==> config.mk <==
export PLATFORM = sky130hd
export DESIGN_NAME = lmi_dbus_node_flat
export DESIGN_NICKNAME = d
export VERILOG_FILES = /design/src/rtl/lmi_dbus_node_if.sv /design/src/rtl/lmi_dbus_node.sv /design/src/flat_wrapper.sv
export SDC_FILE = /design/constraint.sdc
export NUM_CORES = 1
export LEC_CHECK = 0
export BUFFER_PORTS_ARGS = -buffer_cell sky130_fd_sc_hd__buf_2
export CAP_MARGIN = 20
export CORE_MARGIN = 2
export CORE_UTILIZATION = 32
export DETAILED_ROUTE_END_ITERATION = 7
export PLACE_DENSITY = 0.92
export SETUP_SLACK_MARGIN = 0.3
export SYNTH_ARGS = -nofsm -noshare
export SYNTH_HDL_FRONTEND = slang
export SYNTH_SLANG_ARGS = --single-unit
==> constraint.sdc <==
create_clock -name CLK -period 1.85 [get_ports CLK]
set_input_delay 0 -clock CLK [delete_from_list [all_inputs] [get_ports CLK]]
set_output_delay 0 -clock CLK [all_outputs]
set_load 0.03 [all_outputs]
==> src/rtl/lmi_dbus_node_if.sv <==
// Bus bundle for lmi_dbus_node: client request/grant handshake, burst data and the
// shared pass-through/downstream data path.
interface lmi_dbus_node_if #(
    parameter int unsigned DW  = 32,
    parameter int unsigned NCH = 2,
    parameter int unsigned LW  = 3
);
    logic                SEN;
    logic                HALT;
    logic [NCH-1:0]      REQ;
    logic [NCH*LW-1:0]   CH_LEN;
    logic [NCH*DW-1:0]   CH_DATA;
    logic [NCH-1:0]      GNT;
    logic                BEAT;
    logic                LAST;
    logic [DW-1:0]       THRU;
    logic [DW-1:0]       OUT;
    logic                OE;

    // Driver side: local clients, upstream bus and pipeline/scan control
    modport master (
        output SEN, HALT, REQ, CH_LEN, CH_DATA, THRU,
        input  GNT, BEAT, LAST, OUT, OE
    );

    // Node side
    modport slave (
        input  SEN, HALT, REQ, CH_LEN, CH_DATA, THRU,
        output GNT, BEAT, LAST, OUT, OE
    );
endinterface

==> src/rtl/lmi_dbus_node.sv <==
// Round-robin arbitrated data-bus node: a granted local client bursts onto the shared
// bus in place of pass-through data. Define LMI_DBUS_PIPE_EN to register OUT/OE.
module lmi_dbus_node #(
    parameter int unsigned DW       = 32,
    parameter int unsigned NCH      = 2,
    parameter int unsigned MAXBURST = 8,
    parameter int unsigned LW       = $clog2(MAXBURST)
) (
    input  logic              CLK,
    input  logic              RESET_D1_R,
    lmi_dbus_node_if.slave    bus
);
    localparam int unsigned PW = (NCH > 1) ? $clog2(NCH) : 1;

    localparam logic [0:0] ST_IDLE  = 1'b0;
    localparam logic [0:0] ST_BURST = 1'b1;

    logic [0:0]     state_q, state_d;
    logic [NCH-1:0] gnt_q,   gnt_d;
    logic [PW-1:0]  idx_q,   idx_d;
    logic [PW-1:0]  ptr_q,   ptr_d;
    logic [LW-1:0]  cnt_q,   cnt_d;

    logic [PW-1:0]  sel_c;
    logic [PW-1:0]  cand_c;
    logic           found_c;
    logic           beat_c;
    logic           last_c;
    logic           drive_c;
    logic [DW-1:0]  data_c;

    // First requester at or after ptr, wrapping NCH-1 -> 0
    always_comb begin
        sel_c   = ptr_q;
        cand_c  = ptr_q;
        found_c = 1'b0;
        for (int unsigned i = 0; i < NCH; i++) begin
            cand_c = PW'((32'(ptr_q) + i) % NCH);
            if (!found_c && bus.REQ[cand_c]) begin
                found_c = 1'b1;
                sel_c   = cand_c;
            end
        end
    end

    assign beat_c  = (state_q == ST_BURST) && !bus.HALT && !bus.SEN;
    assign last_c  = beat_c && (cnt_q == '0);
    assign drive_c = (state_q == ST_BURST) && !bus.SEN;
    assign data_c  = bus.CH_DATA[32'(idx_q)*DW +: DW];

    // Next-state logic; SEN freezes everything by leaving the defaults in place
    always_comb begin
        state_d = state_q;
        gnt_d   = gnt_q;
        idx_d   = idx_q;
        ptr_d   = ptr_q;
        cnt_d   = cnt_q;
        if (!bus.SEN) begin
            case (state_q)
                ST_IDLE: begin
                    if (found_c) begin
                        state_d = ST_BURST;
                        gnt_d   = NCH'(1) << sel_c;
                        idx_d   = sel_c;
                        cnt_d   = bus.CH_LEN[32'(sel_c)*LW +: LW];
                    end
                end
                ST_BURST: begin
                    if (last_c) begin
                        state_d = ST_IDLE;
                        gnt_d   = '0;
                        ptr_d   = (idx_q == PW'(NCH-1)) ? '0 : idx_q + PW'(1);
                    end else if (beat_c) begin
                        cnt_d   = cnt_q - LW'(1);
                    end
                end
                default: begin
                    state_d = ST_IDLE;
                    gnt_d   = '0;
                end
            endcase
        end
    end

    always_ff @(posedge CLK) begin
        if (RESET_D1_R) begin
            state_q <= ST_IDLE;
            gnt_q   <= '0;
            idx_q   <= '0;
            ptr_q   <= '0;
            cnt_q   <= '0;
        end else begin
            state_q <= state_d;
            gnt_q   <= gnt_d;
            idx_q   <= idx_d;
            ptr_q   <= ptr_d;
            cnt_q   <= cnt_d;
        end
    end

    assign bus.GNT  = gnt_q;
    assign bus.BEAT = beat_c;
    assign bus.LAST = last_c;

`ifdef LMI_DBUS_PIPE_EN
    logic          oe_q,  oe_d;
    logic [DW-1:0] out_q, out_d;

    // Output stage holds through HALT and SEN; SEN bypasses it to THRU
    always_comb begin
        oe_d  = oe_q;
        out_d = out_q;
        if (!bus.SEN && !bus.HALT) begin
            oe_d  = drive_c;
            out_d = drive_c ? data_c : bus.THRU;
        end
    end

    always_ff @(posedge CLK) begin
        if (RESET_D1_R) begin
            oe_q  <= 1'b0;
            out_q <= '0;
        end else begin
            oe_q  <= oe_d;
            out_q <= out_d;
        end
    end

    assign bus.OE  = oe_q && !bus.SEN;
    assign bus.OUT = bus.SEN ? bus.THRU : out_q;
`else
    assign bus.OE  = drive_c;
    assign bus.OUT = drive_c ? data_c : bus.THRU;
`endif
endmodule

==> src/flat_wrapper.sv <==
// flat-port wrapper written by rule: the top's interface ports become plain ports
module lmi_dbus_node_flat 
#(
    parameter int unsigned DW       = 32,
    parameter int unsigned NCH      = 2,
    parameter int unsigned MAXBURST = 8,
    parameter int unsigned LW       = $clog2(MAXBURST)
)
  (CLK, RESET_D1_R, bus_SEN, bus_HALT, bus_REQ, bus_CH_LEN, bus_CH_DATA, bus_THRU, bus_GNT, bus_BEAT, bus_LAST, bus_OUT, bus_OE);
  lmi_dbus_node_if #(.DW(DW), .NCH(NCH), .LW(LW)) bus_i ();
  input  logic CLK;
  input  logic RESET_D1_R;
  input wire logic [$bits(bus_i.SEN)-1:0] bus_SEN;
  input wire logic [$bits(bus_i.HALT)-1:0] bus_HALT;
  input wire logic [$bits(bus_i.REQ)-1:0] bus_REQ;
  input wire logic [$bits(bus_i.CH_LEN)-1:0] bus_CH_LEN;
  input wire logic [$bits(bus_i.CH_DATA)-1:0] bus_CH_DATA;
  input wire logic [$bits(bus_i.THRU)-1:0] bus_THRU;
  output wire logic [$bits(bus_i.GNT)-1:0] bus_GNT;
  output wire logic [$bits(bus_i.BEAT)-1:0] bus_BEAT;
  output wire logic [$bits(bus_i.LAST)-1:0] bus_LAST;
  output wire logic [$bits(bus_i.OUT)-1:0] bus_OUT;
  output wire logic [$bits(bus_i.OE)-1:0] bus_OE;
  assign bus_i.SEN = bus_SEN;
  assign bus_i.HALT = bus_HALT;
  assign bus_i.REQ = bus_REQ;
  assign bus_i.CH_LEN = bus_CH_LEN;
  assign bus_i.CH_DATA = bus_CH_DATA;
  assign bus_i.THRU = bus_THRU;
  assign bus_GNT = bus_i.GNT;
  assign bus_BEAT = bus_i.BEAT;
  assign bus_LAST = bus_i.LAST;
  assign bus_OUT = bus_i.OUT;
  assign bus_OE = bus_i.OE;
  lmi_dbus_node #(.DW(DW), .NCH(NCH), .MAXBURST(MAXBURST), .LW(LW)) u_core (.CLK(CLK), .RESET_D1_R(RESET_D1_R), .bus(bus_i));
endmodule
== Yosys cells after proc, flatten, opt, wreduce, memory -nomap -nowiden ==
Index checks and enable logic that the tools add are counted.
Word-level totals
  register bits: 8
  bits of input ports: 108
  output and inout port bits: 37
  logic and storage cells: 52
Cells by class
  $add $sub $neg: 3
  multipliers: 1
  order comparisons: 2
  equality and inequality tests: 4
  shift operators: 3
  multiplexer cells: 19
  bitwise gates (word level): 2
  reduce and logical (&&, ||, !) cells: 13
Operator list (count)
  indexed part select 64 x 7 -> 32 bit: 1
  2-to-1 mux 32 bit: 1
  2-to-1 mux 1 bit: 10
  2-to-1 mux 3 bit: 3
  AND reduction 3 bit: 3
  inequality test 2 bit, second input constant: 3
  one-hot mux 3 bit (2 select lines): 1
  indexed part select 6 x 4 -> 3 bit: 1
  logical AND 1 bit: 5
  less-than comparator 1 x 2 -> 1 bit, second input constant: 2
  2-to-1 mux 2 bit: 2
  one-hot mux 2 bit (2 select lines): 1
  AND reduction 4 bit: 1
  zero test 1 bit: 3
  zero test 3 bit: 1
  multiplier 1 x 2 -> 3 bit, second input constant: 1
  subtractor 3 x 1 -> 3 bit, second input constant: 1
  adder 1 bit, second input constant: 2
  inequality test 2 x 1 -> 1 bit, second input constant: 1
  NOT 1 bit: 2
  one-hot mux 1 bit (2 select lines): 1
  << shifter 1 x 1 -> 2 bit, first input constant: 1

== Depth between registers and ports, before layout ==
  depth after elaboration: 10
  depth in mapped cells: 6
  gate-level depth less buffers: 6

== Worst setup path before layout ==
No wires, ideal clock.
  kind: register to output
  start point: register u_core.idx_q
  end point: output bus_OUT[10]
  arrival: 1.613 ns
  data required time: 1.850 ns
  slack: 0.237 ns
  cell stages (with the launch flop): 5
  path buffers: 2
  cell sequence: dfxtp_1 > clkbuf_1 > buf_2 > mux2i_1 > o21ai_0
On the way
  word-level cells in the longest chain between the ends: 2
Ends and longest elaborated chain
  start, declared: line lmi_dbus_node.sv:20  | logic [PW-1:0] idx_q, idx_d;
  start signal, assigned: line lmi_dbus_node.sv:95  | idx_q <= idx_d;
  indexed part select 64 x 7 -> 32 bit: line lmi_dbus_node.sv:49  | assign data_c = bus.CH_DATA[32'(idx_q)*DW +: DW];
  2-to-1 mux 32 bit: line lmi_dbus_node.sv:133  | assign bus.OUT = drive_c ? data_c : bus.THRU;
  end, declared: line flat_wrapper.sv:22  | output wire logic [$bits(bus_i.OUT)-1:0] bus_OUT;
Every way passes these cells.

== Worst setup path in the final report ==
  start point: register u_core.state_q
  end point: register u_core.gnt_q[0], in the netlist u_core.bus.GNT[0]
On the way
  word-level cells in the longest chain between the ends: 5
  elaborated cells between the ends (all ways): 8
  classes of those cells: eq/ne: 2; mux: 1; bitwise: 1; reduce/logical: 4
Ends and longest elaborated chain
  start, declared: line lmi_dbus_node.sv:18  | logic [0:0] state_q, state_d;
  start signal, assigned: line lmi_dbus_node.sv:93  | state_q <= state_d;
  logical AND 1 bit (2 in a row): line lmi_dbus_node.sv:46  | assign beat_c = (state_q == ST_BURST) && !bus.HALT && !bus.SEN;
  logical AND 1 bit: line lmi_dbus_node.sv:47  | assign last_c = beat_c && (cnt_q == '0);
  inequality test 2 bit (no line)
  AND reduction 3 bit (no line)
  end signal, assigned: line lmi_dbus_node.sv:94  | gnt_q <= gnt_d;
  end, declared: line lmi_dbus_node.sv:19  | logic [NCH-1:0] gnt_q, gnt_d;
Several ways; a longest one is shown, not always the timed one.
A chain may end at the register's enable or synchronous reset.

==> results.cfg <==
[place]
dpl.hpwl_mm = 3.60
dp.cells = 348
io_buffers = 144
place_area_mm2 = 0.00189
gp_routability_congestion = 0.814

[finish]
fin_area_mm2 = 0.00197
area_growth_pct = 72.1
finalNetCount = 419
drive_above_1_share = 0.528
fillCellCount = 325
final-instance-count-excl-fill = 354

[power_and_ir_drop]
p_int_mw = 0.500
pwr-share-clk = 0.153
combPwrFrac = 0.624
peakVddDrop_v = 0.000306
p_sw_mw = 0.407
seq_power_share = 0.222
power_density_mw_per_mm2 = 462
switching_share = 0.449
cellLeakagePower_nw = 1.06

[timing]
hold_viol = 0
period_share = 0.828
worst_pin_slew_ns = 0.290
rsz0062_at_grt = no
max-slew-margin-rel = 0.806
setup_tns_ns = 0
report.final.setup_viol = 0
drv_slew = 0
fin_crit_ns = 1.53
fin_skew_ns = 0.00375
fmax_mhz = 653

[floorplan]
die_y_um = 63.8
boundaryPins = 145
core_mm2 = 0.00339
die_w_um = 63.8
start_util = 0.337
rows = 21
die_area_mm2 = 0.00406

[route]
drtPass1Iterations = 4
wirelength_mm = 4.35
vias_per_cell = 4.80
num_vias = 1699
drc = 0
drt_iter0_markers = 61
ant_nets = 0
wl_per_cell_um = 12.3

[logic_synthesis]
synthCells = 169
synth_nets = 279
synth_area_leaders = mux2i_1, dfxtp_1, o21ai_0
synth.avg_cell_area_um2 = 6.76
yosysTopAreaCell = mux2i_1
synth_common_cells = nand2_1, mux2i_1, o21ai_0
syn_area_mm2 = 0.00114
ys_seq_area_frac = 0.140
ys_async_sr_fraction = 0
synth_edf_count = 0
yosysWarningCount = 0
ys_types = 29
synth_top_area_share = 0.280
synth_flop_cell = dfxtp_1
yosysMostFrequentCell = nand2_1
synth_seq_cells = 8

[clock_network]
tritoncts = done
cts.sinks = 8
cts_htree_levels = 1
cts.clk_slew.worst_paths_ns = 0.06
worstSkewPairLatency_ns = 0.26
numCtsBuffers = 3
clockRootBuffer = clkbuf_4
cts_buffer_depth = 2

[worst_setup_path]
crit_chain = or2_4 > or2_1 > or3_1 > a21oi_1
crit_buf_inv = 0
r2r_slack_ns = 0.32
rr_startpoint = u_core.state_q$_SDFFE_PP0N_
crit_end = u_core.bus.GNT[0]$_SDFFE_PP0P_
crit_start = u_core.state_q$_SDFFE_PP0N_
r2r_cells = 4
crit_path_start_kind = flip-flop
slowest_stage = dfxtp_4
path_delay_family = simple AND/OR/NAND/NOR gates
worstPathMaxFanout = 10
path_depth = 4
critical_path_class = reg2reg
setup.worst_path.end_class = flip-flop
rr_endpoint = u_core.bus.GNT[0]$_SDFFE_PP0P_
crit_arrival_ns = 1.72
required_ns = 2.04
critPathMaxStageDelay_ns = 0.38

[grt]
grt.overflow.total = 0
antenna_found_initial = 1
grt_start_max_net_pins = 66
grt_use_total = 0.193
grt_pass1_wl_mm = 6.53
grt_pass1_vias = 1589

[worst_hold_path]
worstHoldPathType = in2reg
hp-start = RESET_D1_R

[run]
drv_cap = 0

[outcome]
status = completed
worst register-to-register path, cell delays in order, from the launching register on:
cell	delay, ns
dfxtp_4	0.38
or2_4	0.29
or2_1	0.32
or3_1	0.34
a21oi_1	0.14
power by group through the flow:
stage	clock [mW]	combinational (mW)	sequential, mW
2_1_floorplan	0	0.346	0.202
3_3_place_gp	0	0.539	0.202
3_5_place_dp	0	0.552	0.203
4_1_cts	0.139	0.554	0.200
5_1_grt	0.146	0.613	0.203
6_report	0.139	0.566	0.202
placed cells by master (no fill, tap or decap), types with 3 or more instances in the layout:
cell	synthesis	layout
inv_1	6	5
buf_4	0	3
buf_2	4	143
mux2i_1	32	32
nor2_1	5	5
o21ai_0	32	11
dfxtp_1	8	6
a21oi_1	5	5
a211oi_1	3	3
nand2_1	38	38
o21ai_1	0	21
clkbuf_4	0	4
metrics by stage:
| step | total power, mW | hold slack (ns) | setup WS (ns) | util |
|---|---|---|---|---|
| global route | 0.963 | 0.0252 | 0.299 | 0.579 |
| global placement | 0.741 | 0.271 | 0.358 | 0.559 |
| floorplan | 0.549 | 0.116 | 0.246 | - |
| CTS | 0.893 | 0.0198 | 0.305 | 0.566 |
| detailed placement | 0.755 | 0.286 | 0.315 | 0.559 |
| finish | 0.907 | 0.0270 | 0.319 | 0.580 |
worst min path at each step:
stage          cells after the start                        endpoint
4_1_cts                            2     u_core.state_q$_SDFFE_PP0N_
2_1_floorplan                      1                        bus_BEAT
3_5_place_dp                       2  u_core.bus.GNT[1]$_SDFFE_PP0P_
3_3_place_gp                       2       u_core.idx_q$_SDFFE_PP0P_
5_1_grt                            2  u_core.bus.GNT[0]$_SDFFE_PP0P_
6_report                           2       u_core.idx_q$_SDFFE_PP0P_
flip-flops by register name, indices dropped and copies added (netlist names):
name,count
u_core.state_q,1
u_core.ptr_q,1
u_core.idx_q,1
u_core.bus.GNT,2
u_core.cnt_q,3
final cells by class:
class,count,area [µm²],area share
flip-flops and latches,8,165,0.0840
diodes,1,2.50,0.00127
multi-input cells,141,918,0.467
well taps,46,57.6,0.0293
repair buffers,149,777,0.395
inverters,6,22.5,0.0115
clock buffers,3,22.5,0.0115
routing by layer:
layer	global-route usage	vias up	share of wire
met4	0.0272	0	0.0064
met5	0	-	0
met1	0.206	753	0.38
met2	0.388	68	0.53
li1	-	876	-
met3	0.0423	2	0.079
repair_timing:
action / CTS / global route
buffers inserted: 0 / 2
pin swaps: 0 / 1
gates resized for setup: 1 / 8
endpoints found under the setup margin: 4 / 7
hold buffers: 0 / 0
kinds of logic (layout without fill, tap and decap cells):
| group | Yosys count | count (layout) | synth area share |
|---|---|---|---|
| DFF | 8 | 8 | 0.140 |
| other | 0 | 1 | 0 |
| adders and majority gates | 2 | 2 | 0.0219 |
| AOI/OAI and AO/OA | 49 | 49 | 0.251 |
| muxes | 33 | 33 | 0.290 |
| buffers and inverters | 20 | 158 | 0.0767 |
| and+or+nand+nor | 57 | 57 | 0.220 |
No activity file was read; power rests on OpenSTA's default activity.
